**config.mk**
```make
export PLATFORM = sky130hd
export DESIGN_NAME = onehot_decoder_pipe
export DESIGN_NICKNAME = d
export VERILOG_FILES = /design/src/rtl/onehot_decoder_pipe.sv
export SDC_FILE = /design/constraint.sdc
export NUM_CORES = 1
export LEC_CHECK = 0
export ABC_AREA = 1
export CAP_MARGIN = 10
export CORE_MARGIN = 1
export CORE_UTILIZATION = 53
export CTS_BUF_LIST = sky130_fd_sc_hd__clkbuf_8
export CTS_CLUSTER_SIZE = 10
export DETAILED_ROUTE_END_ITERATION = 16
export PLACE_DENSITY = 0.87
export SKIP_CTS_REPAIR_TIMING = 1
export SLEW_MARGIN = 10
export SYNTH_ARGS = -nofsm -noshare
export SYNTH_HDL_FRONTEND = slang
export SYNTH_SLANG_ARGS = --single-unit
```
**constraint.sdc**
```tcl
create_clock -name clk -period 2.7 [get_ports clk]
set_clock_uncertainty 0.2 [all_clocks]
set_input_delay 0.27 -clock clk [delete_from_list [all_inputs] [get_ports clk]]
set_output_delay 0.27 -clock clk [all_outputs]
set_load 0.02 [all_outputs]
```
**src/rtl/onehot_decoder_pipe.sv**
```systemverilog
// onehot_decoder_pipe
//   Decodes a binary index into a one-hot word. The decoded word and its error
//   flag are captured in a 2-entry skid buffer with valid/ready handshakes on
//   both sides.
//
// Parameters
//   WIDTH      one-hot output width (2..256)
//   SIZE       binary index width, defaults to $clog2(WIDTH)
//
// Ports
//   clk        rising-edge clock
//   rst        synchronous, active-high reset
//   in_valid   qualifies in_idx / in_en
//   in_ready   registered; high while a buffer slot is free
//   in_idx     binary index to decode
//   in_en      decode enable; 0 yields an all-zero word with no error
//   out_valid  qualifies out_onehot / out_err
//   out_ready  downstream accept
//   out_onehot decoded word of the oldest buffered item (0 when not valid)
//   out_err    in_idx >= WIDTH for an enabled item (0 when not valid)
//   err_cnt    saturating count of accepted erroneous items
module onehot_decoder_pipe #(
    parameter int unsigned WIDTH = 8,
    parameter int unsigned SIZE  = $clog2(WIDTH)
) (
    input  logic             clk,
    input  logic             rst,
    input  logic             in_valid,
    output logic             in_ready,
    input  logic [SIZE-1:0]  in_idx,
    input  logic             in_en,
    output logic             out_valid,
    input  logic             out_ready,
    output logic [WIDTH-1:0] out_onehot,
    output logic             out_err,
    output logic [7:0]       err_cnt
);

    typedef enum logic [1:0] {
        EMPTY = 2'd0,
        ONE   = 2'd1,
        FULL  = 2'd2
    } state_t;

    state_t           state, state_nxt;
    logic [WIDTH-1:0] head_word, head_word_nxt;
    logic [WIDTH-1:0] tail_word, tail_word_nxt;
    logic             head_err, head_err_nxt;
    logic             tail_err, tail_err_nxt;
    logic             in_ready_q;
    logic             push, pop;
    logic [WIDTH-1:0] dec_word;
    logic             dec_err;

    // Decode at acceptance time so the buffer holds final output words.
    always_comb begin
        dec_word = '0;
        dec_err  = 1'b0;
        if (in_en) begin
            if (32'(in_idx) >= WIDTH) begin
                dec_err = 1'b1;
            end else begin
                for (int unsigned i = 0; i < WIDTH; i++) begin
                    dec_word[i] = (32'(in_idx) == i);
                end
            end
        end
    end

    assign push = in_valid && in_ready_q;
    assign pop  = (state != EMPTY) && out_ready;

    always_comb begin
        state_nxt     = state;
        head_word_nxt = head_word;
        head_err_nxt  = head_err;
        tail_word_nxt = tail_word;
        tail_err_nxt  = tail_err;
        case (state)
            EMPTY: begin
                if (push) begin
                    state_nxt     = ONE;
                    head_word_nxt = dec_word;
                    head_err_nxt  = dec_err;
                end
            end
            ONE: begin
                if (push && pop) begin
                    head_word_nxt = dec_word;
                    head_err_nxt  = dec_err;
                end else if (push) begin
                    state_nxt     = FULL;
                    tail_word_nxt = dec_word;
                    tail_err_nxt  = dec_err;
                end else if (pop) begin
                    // Clear the head so the outputs read zero while empty.
                    state_nxt     = EMPTY;
                    head_word_nxt = '0;
                    head_err_nxt  = 1'b0;
                end
            end
            FULL: begin
                // in_ready is low in FULL, so only a pop can happen here.
                if (pop) begin
                    state_nxt     = ONE;
                    head_word_nxt = tail_word;
                    head_err_nxt  = tail_err;
                end
            end
            default: begin
                state_nxt     = EMPTY;
                head_word_nxt = '0;
                head_err_nxt  = 1'b0;
            end
        endcase
    end

    always_ff @(posedge clk) begin
        if (rst) begin
            state      <= EMPTY;
            head_word  <= '0;
            head_err   <= 1'b0;
            tail_word  <= '0;
            tail_err   <= 1'b0;
            in_ready_q <= 1'b0;
            err_cnt    <= '0;
        end else begin
            state      <= state_nxt;
            head_word  <= head_word_nxt;
            head_err   <= head_err_nxt;
            tail_word  <= tail_word_nxt;
            tail_err   <= tail_err_nxt;
            // Registered from next state: no combinational out_ready->in_ready path.
            in_ready_q <= (state_nxt != FULL);
            if (push && dec_err && (err_cnt != '1)) begin
                err_cnt <= err_cnt + 8'd1;
            end
        end
    end

    assign in_ready   = in_ready_q;
    assign out_valid  = (state != EMPTY);
    assign out_onehot = head_word;
    assign out_err    = head_err;

endmodule

```
# == After elaboration in Yosys (flattened, before gate mapping) ==
# Index checks and enable logic that the tools add are counted.
# totals
romBits,0
latchBits,0
wordCells,46
mem_bits_rw,0
inputBits,8
out_inout_bits,19
register_bits,20
mem_count,0
# op_classes
n_reduce_logical,8
n_addsub,0
mux,18
div,0
n_eq_ne,14
shifts,0
bitwise,1
n_lt_le_gt_ge,0
multipliers,0
# ops
op,n
8-bit two-way mux,6
8-bit case mux with 3 select lines,1
"3-bit equality test, second input constant",4
2-bit two-way mux,5
"3-bit by 2-bit equality test with 1-bit output, second input constant",2
"2-bit inequality test, second input constant",3
"3-bit inequality test, second input constant",2
2-bit case mux with 3 select lines,1
1-bit two-way mux,4
4-bit AND reduction,1
"3-bit by 1-bit equality test with 1-bit output, second input constant",1
1-bit logical AND,3
3-bit logical NOT,1
1-bit case mux with 3 select lines,1
3-bit AND reduction,1
"2-bit by 1-bit equality test with 1-bit output, second input constant",1
"2-bit equality test, second input constant",1
2-bit logical NOT,1
2-bit nonzero test,1
1-bit NOT,1

# == Logic depth before layout (Yosys ltp) ==
# Gate-level depths: netlist (run 1).
# depth
word_depth,7
ltp_mapped,7

# == Worst setup path before layout (run 1) ==
# Ideal clock, no wire load.
# synth_path
path_type,reg2reg
start,"reg in_ready_q, in the netlist in_ready"
end,"reg head_word[0], in the netlist out_onehot[0]"
stages_incl_launch_ff,7
period_less_slack_ps,1407
setup_ps,70
path_slack_ps,1293
arrival_time_ps,1137
required_ps,2430
path_buffers,0
path_cell_list,dfxtp_1 > nand2_2 > a21oi_2 > nand3_1 > nand2_1 > nand2_1 > a21oi_2
# synth_via
elab_chain_len,4
# synth_lines
element,line,source
start: declaration,50,logic in_ready_q;
start signal: assignment,134,in_ready_q <= (state_nxt != FULL);
1-bit logical AND (*),70,assign push = in_valid && in_ready_q;
1-bit logical AND,88,if (push && pop) begin
3-bit inequality test (no source line) or 8-bit two-way mux (tied branches),n/a,
4-bit AND reduction (no source line) or 8-bit case mux with 3 select lines (tied branches),n/a,
end signal: assignment,129,head_word <= head_word_nxt;
end: declaration,46,"logic [WIDTH-1:0] head_word, head_word_nxt;"
# Mark *: on every way between the ends. The rest lies on a longest branch, timed or not.
# A chain may end at the register's enable or synchronous reset.

# == Final worst setup path (run 1) ==
# layout_path
start,reg state[0]
end,out out_valid
# layout_via
elab_chain_len,1
# layout_lines
element,line,source
start: declaration,45,"state_t state, state_nxt;"
start signal: assignment,128,state <= state_nxt;
2-bit nonzero test,142,assign out_valid = (state != EMPTY);
end: declaration,32,"output logic out_valid,"
# Every way passes these cells.

==> flow_summary_export.csv, run 1 <==
group,metric,value,unit
layout,fin_util,69.61,%
routing,dr_wl_met2,1.085,mm
sta,period_minus_slack,1.950,ns
power_and_ir_drop,irDropWorstVdd,311.0,µV
cts,cts_buffers,3,
layout,drive_gt1_share,16.36,%
synth,yosysSeqAreaShare,38.00,%
layout,regArea,380.4,µm²
cts,clk_path_buf_depth,2,
floorplan,fp-row-count,15,
critical_path,critPathArrivalTime,1.48,ns
layout,fillCellCount,143,
sta,finalHoldViolCount,0,
status,status,"completed",
grt,antenna_found_initial,0,
routing,first_pass_iters,5,
layout,final_common_cell,"nand2_1",
synth,synthTopCellsByArea,"dfxtp_1 (38%), nand2_1 (16%), nor2_1 (9.7%)",
floorplan,initial_core_util,57.35,%
grt,grt_overflow_total,0,
synth,ys_types,18,
routing,ant_nets,0,
routing,num_vias,952,
sta,fmax,0.5129,GHz
layout,nets,174,
layout,antenna_cells,0,
cts,cts_root_buf,"clkbuf_8",
cts,insertion_delay,0.26,ns
grt,grt_pass1_vias,849,
floorplan,die-area,0.002067,mm²
critical_path,critPathKind,"reg2out",
routing,routed_wl,2.180,mm
routing,wl_met1,924,µm
cts,htreeDepth,1,
grt,grt_usage,23.45,%
critical_path,end_kind,"primary output",
floorplan,die_w,45.46,µm
grt,grt_pass1_wl,3.443,mm
layout,layout_common_cells,"nand2_1 (42), nor2_1 (26), dfxtp_1 (19), clkdlybuf4s50_1 (17)",
sta,setup_viol_count_final,0,
routing,avgRoutedWirePerCell,11.47,µm
sta,fin_setup_tns,0,ns
min_path,hold_class,"reg2reg",
floorplan,core_area,0.001745,mm²
synth,yosysWarnings,0,
synth,syn_inst,145,
synth,syn_area_per_cell,6.903,µm²
flow_run,drv_cap,0,
floorplan,io_pins,27,
placed_design,dpl.hpwl,1.579,mm
routing,drc_errors,0,
power_and_ir_drop,p_leak,0.5492,nW
routing,viasPerCell,5.011,
layout,multi_input_area,539.3,µm²
critical_path,cp.required,2.23,ns
cts,cts_tree,"built",
grt,grt_start_max_net_pins,12,
sta,finalCritPeriodShare,72.21,%
power_and_ir_drop,p_per_area,472.4,mW/mm²
placed_design,portBuffers,17,
sta,rsz0062_at_grt,"no",
synth,synth_top_area_share,38.00,%
routing,met3_length,109,µm
floorplan,die_height,45.46,µm
cts,clk_pin_slew,0.07,ns
cts,cts_sinks,19,
critical_path,start_kind,"register",
critical_path,worstPathMaxFanout,5,
layout,area_delta_synth_final,21.38,%
synth,syn-cell-area,0.001001,mm²
placed_design,globalplace.congestion,0.9234,
routing,detail_route.iter0.violations,34,
routing,routed.top_layer,"met4",
sta,slew_viol_final,0,
synth,yosys.area.top_type,"dfxtp_1",
synth,synth_seq_cells,19,
## cell usage after synthesis
master / count
nand3_1: 8
dfxtp_1: 19
clkbuf_1: 1
o21ai_0: 8
nand2_2: 3
o21ai_1: 1
nor2_2: 3
nor2_1: 26
buf_4: 9
inv_1: 6
nand2_1: 42
a21oi_2: 9
conb_1: 1
inv_4: 1
a21oi_1: 2
nand2_4: 2
inv_2: 3
nor3_4: 1
## metrics by stage
stage                     cell area [µm²]  worst slack (ns)  instances  hold slack (ns)  power, mW
after floorplan                      1031             1.293        153           0.2653     0.3623
after global placement               1169            0.8897        186           0.2672     0.3788
after detailed placement             1169            0.8642        186           0.2640     0.3816
after CTS                            1215            0.7323        190           0.2767     0.5786
after global routing                 1215            0.6692        190           0.2975     0.5979
final                                1215            0.7504        190           0.2771     0.5739
## metal layers
metal | up-vias | global-route usage (%)
met4 | 0 | 17.58
met2 | 32 | 39.71
li1 | 477 | -
met5 | - | 0
met1 | 436 | 25.92
met3 | 7 | 3.968
## area by class of cell
| type | count | share of cell area, % |
|---|---|---|
| Clock buffer | 3 | 3.399 |
| Clock inverter | 1 | 0.4119 |
| Inverter | 10 | 3.296 |
| Multi-Input combinational cell | 114 | 44.39 |
| Sequential cell | 19 | 31.31 |
| Tap cell | 25 | 2.575 |
| Timing Repair Buffer | 18 | 14.62 |
## report_power, final
| part | internal [mW] | total [mW] | switching, mW |
|---|---|---|---|
| Clock | 0.103 | 0.197 | 0.0946 |
| Combinational | 0.0288 | 0.0865 | 0.0577 |
| Sequential | 0.286 | 0.290 | 0.00435 |
| Total | 0.417 | 0.574 | 0.157 |
## cells by family (layout without fill, tap and decap cells)
group | Yosys count | after routing | synth area share [%]
and+or+nand+nor | 85 | 85 | 37.13
AOI/OAI and AO/OA | 20 | 20 | 13.38
buffers and inverters | 20 | 32 | 11.12
DFF | 19 | 19 | 38.00
other | 1 | 9 | 0.3746
## critical path, cell delays in order (launching register included)
cell             delay, ns
dfxtp_1               0.46
nor2_2                0.09
inv_2                 0.08
clkdlybuf4s50_1       0.60
## state kept, by name (all words and copies together) (netlist names)
register,flops
out_onehot,8
tail_word,8
state,2
in_ready,1
## path summary, 6_finish.rpt
| path | start | endpoint | slack (ns) | depth (start not counted) |
|---|---|---|---|---|
| worst max-delay path | state[0] | out_valid | 0.75 | 3 |
| worst min-delay path | out_onehot[5] | out_onehot[5] | 0.28 | 2 |
| worst max register to register | in_ready | out_onehot[2] | 1.24 | 6 |
| worst min register to register | out_onehot[5] | out_onehot[5] | 0.28 | 2 |
Note: power is estimated with default switching activity, not from simulation.
==> run 2: changes to the inputs <==
- CORE_UTILIZATION: 53 -> 49
- PLACE_DENSITY: 0.87 -> 0.81
- clock period: 2.7 -> 1.9 ns (I/O delays scaled with it)
==> flow_summary_export.csv, run 2 (synthesis gave the netlist of run 1 again) <==
group,metric,value,unit
floorplan,initial_core_util,54.98,%
floorplan,io_pins,27,
floorplan,fp-row-count,15,
power_and_ir_drop,irDropWorstVdd,486.8,µV
layout,final_common_cell,"nand2_1",
cts,cts_root_buf,"clkbuf_8",
cts,clk_pin_slew,0.07,ns
min_path,hold_depth,2,
layout,nets,175,
placed_design,globalplace.congestion,0.8432,
floorplan,core_area,0.001821,mm²
grt,grt_pass1_vias,815,
cts,clk_path_buf_depth,2,
layout,area_delta_synth_final,22.12,%
routing,drc_errors,0,
layout,fin_util,67.15,%
routing,avgRoutedWirePerCell,10.46,µm
cts,cts_buffers,3,
routing,ant_nets,0,
routing,routed_wl,1.998,mm
critical_path,end_kind,"primary output",
routing,viasPerCell,4.848,
flow_run,drv_cap,0,
critical_path,crit_start,"state[1]",
sta,period_minus_slack,1.833,ns
layout,drive_gt1_share,16.87,%
layout,fillCellCount,163,
grt,grt_overflow_total,0,
layout,regArea,381.6,µm²
critical_path,reg2reg_depth,6,
layout,antenna_cells,0,
routing,num_vias,926,
routing,first_pass_iters,4,
critical_path,start_kind,"register",
floorplan,die-area,0.002227,mm²
cts,cts_tree,"built",
grt,antenna_found_initial,0,
cts,htreeDepth,1,
sta,slew_viol_final,0,
cts,cts_sinks,19,
grt,grt_pass1_wl,3.208,mm
critical_path,cp.required,1.51,ns
sta,fmax,0.5455,GHz
layout,layout_common_cells,"nand2_1 (42), nor2_1 (26), dfxtp_1 (18), clkdlybuf4s50_1 (17)",
cts,insertion_delay,0.26,ns
critical_path,critPathKind,"reg2out",
sta,finalCritPeriodShare,96.48,%
placed_design,dpl.hpwl,1.557,mm
critical_path,cp-endpoint,"out_valid",
routing,detail_route.iter0.violations,13,
critical_path,critPathArrivalTime,1.44,ns
min_path,hold_class,"reg2reg",
placed_design,portBuffers,17,
critical_path,timing.rr.start,"in_ready",
floorplan,die_height,47.20,µm
critical_path,r2r_slack,0.49,ns
sta,holdWs,0.2778,ns
status,status,"completed",
critical_path,worstPathMaxFanout,4,
sta,finalHoldViolCount,0,
grt,grt_start_max_net_pins,11,
layout,multi_input_area,539.3,µm²
sta,rsz0062_at_grt,"no",
power_and_ir_drop,p_leak,0.5564,nW
sta,setup_viol_count_final,0,
critical_path,timing.rr.end,"out_onehot[1]",
grt,grt_usage,21.09,%
power_and_ir_drop,p_per_area,663.3,mW/mm²
floorplan,die_w,47.20,µm
-- run 2: changes by cell type in the layout (fill, tap and decap cells not counted) --
cell,previous run,this run
dfxtp_2,0,1
buf_4,1,2
dfxtp_1,19,18
inv_1,6,7
clkinv_2,1,0
-- run 2: metal layers --
metal | vias up | track usage, % | routed length (µm)
met2 | 24 | 36.67 | 986
met3 | 5 | 5.000 | 78
met5 | - | 0 | 0
li1 | 483 | - | -
met1 | 414 | 22.51 | 893
met4 | 0 | 14.29 | 40
-- run 2: how the worst min path moves through the flow --
stage                  startpoint            end  slack [ns]
floorplan                     rst   tail_word[0]        0.22
global placement    out_onehot[5]  out_onehot[5]        0.26
detailed placement  out_onehot[7]  out_onehot[7]        0.27
CTS                 out_onehot[7]  out_onehot[7]        0.28
global route        out_onehot[4]  out_onehot[4]        0.30
finish              out_onehot[7]  out_onehot[7]        0.28
-- run 2: worst max-delay path, stage by stage, from the launching register on --
cell,delay [ns]
dfxtp_1,0.41
nor2_2,0.09
inv_2,0.08
clkdlybuf4s50_1,0.60
-- run 2: metrics by stage --
step / setup TNS (ns) / cell area (µm²) / worst slack (ns) / std cells / total power [mW]
6_report: 0 / 1222 / 0.06686 / 191 / 0.8109
3_3_place_gp: 0 / 1176 / 0.2077 / 187 / 0.5391
4_1_cts: -0.001171 / 1221 / -0.001171 / 191 / 0.8187
2_1_floorplan: 0 / 1031 / 0.4931 / 153 / 0.5149
5_1_grt: 0 / 1222 / 0.0003315 / 191 / 0.8476
3_5_place_dp: 0 / 1176 / 0.1484 / 187 / 0.5425
-- run 2: where the power goes --
group / internal, mW / switching (mW)
sequential: 0.406 / 0.00627
clock: 0.144 / 0.133
combinational: 0.0413 / 0.0803
total: 0.592 / 0.219
-- run 2: layout make-up --
type | instances | area share [%]
multi-input combinational | 114 | 44.11
sequential | 19 | 31.22
timing repair buffer | 19 | 15.15
clock buffer | 3 | 3.378
inverter | 10 | 3.275
tap | 25 | 2.559
clock inverter | 1 | 0.3071
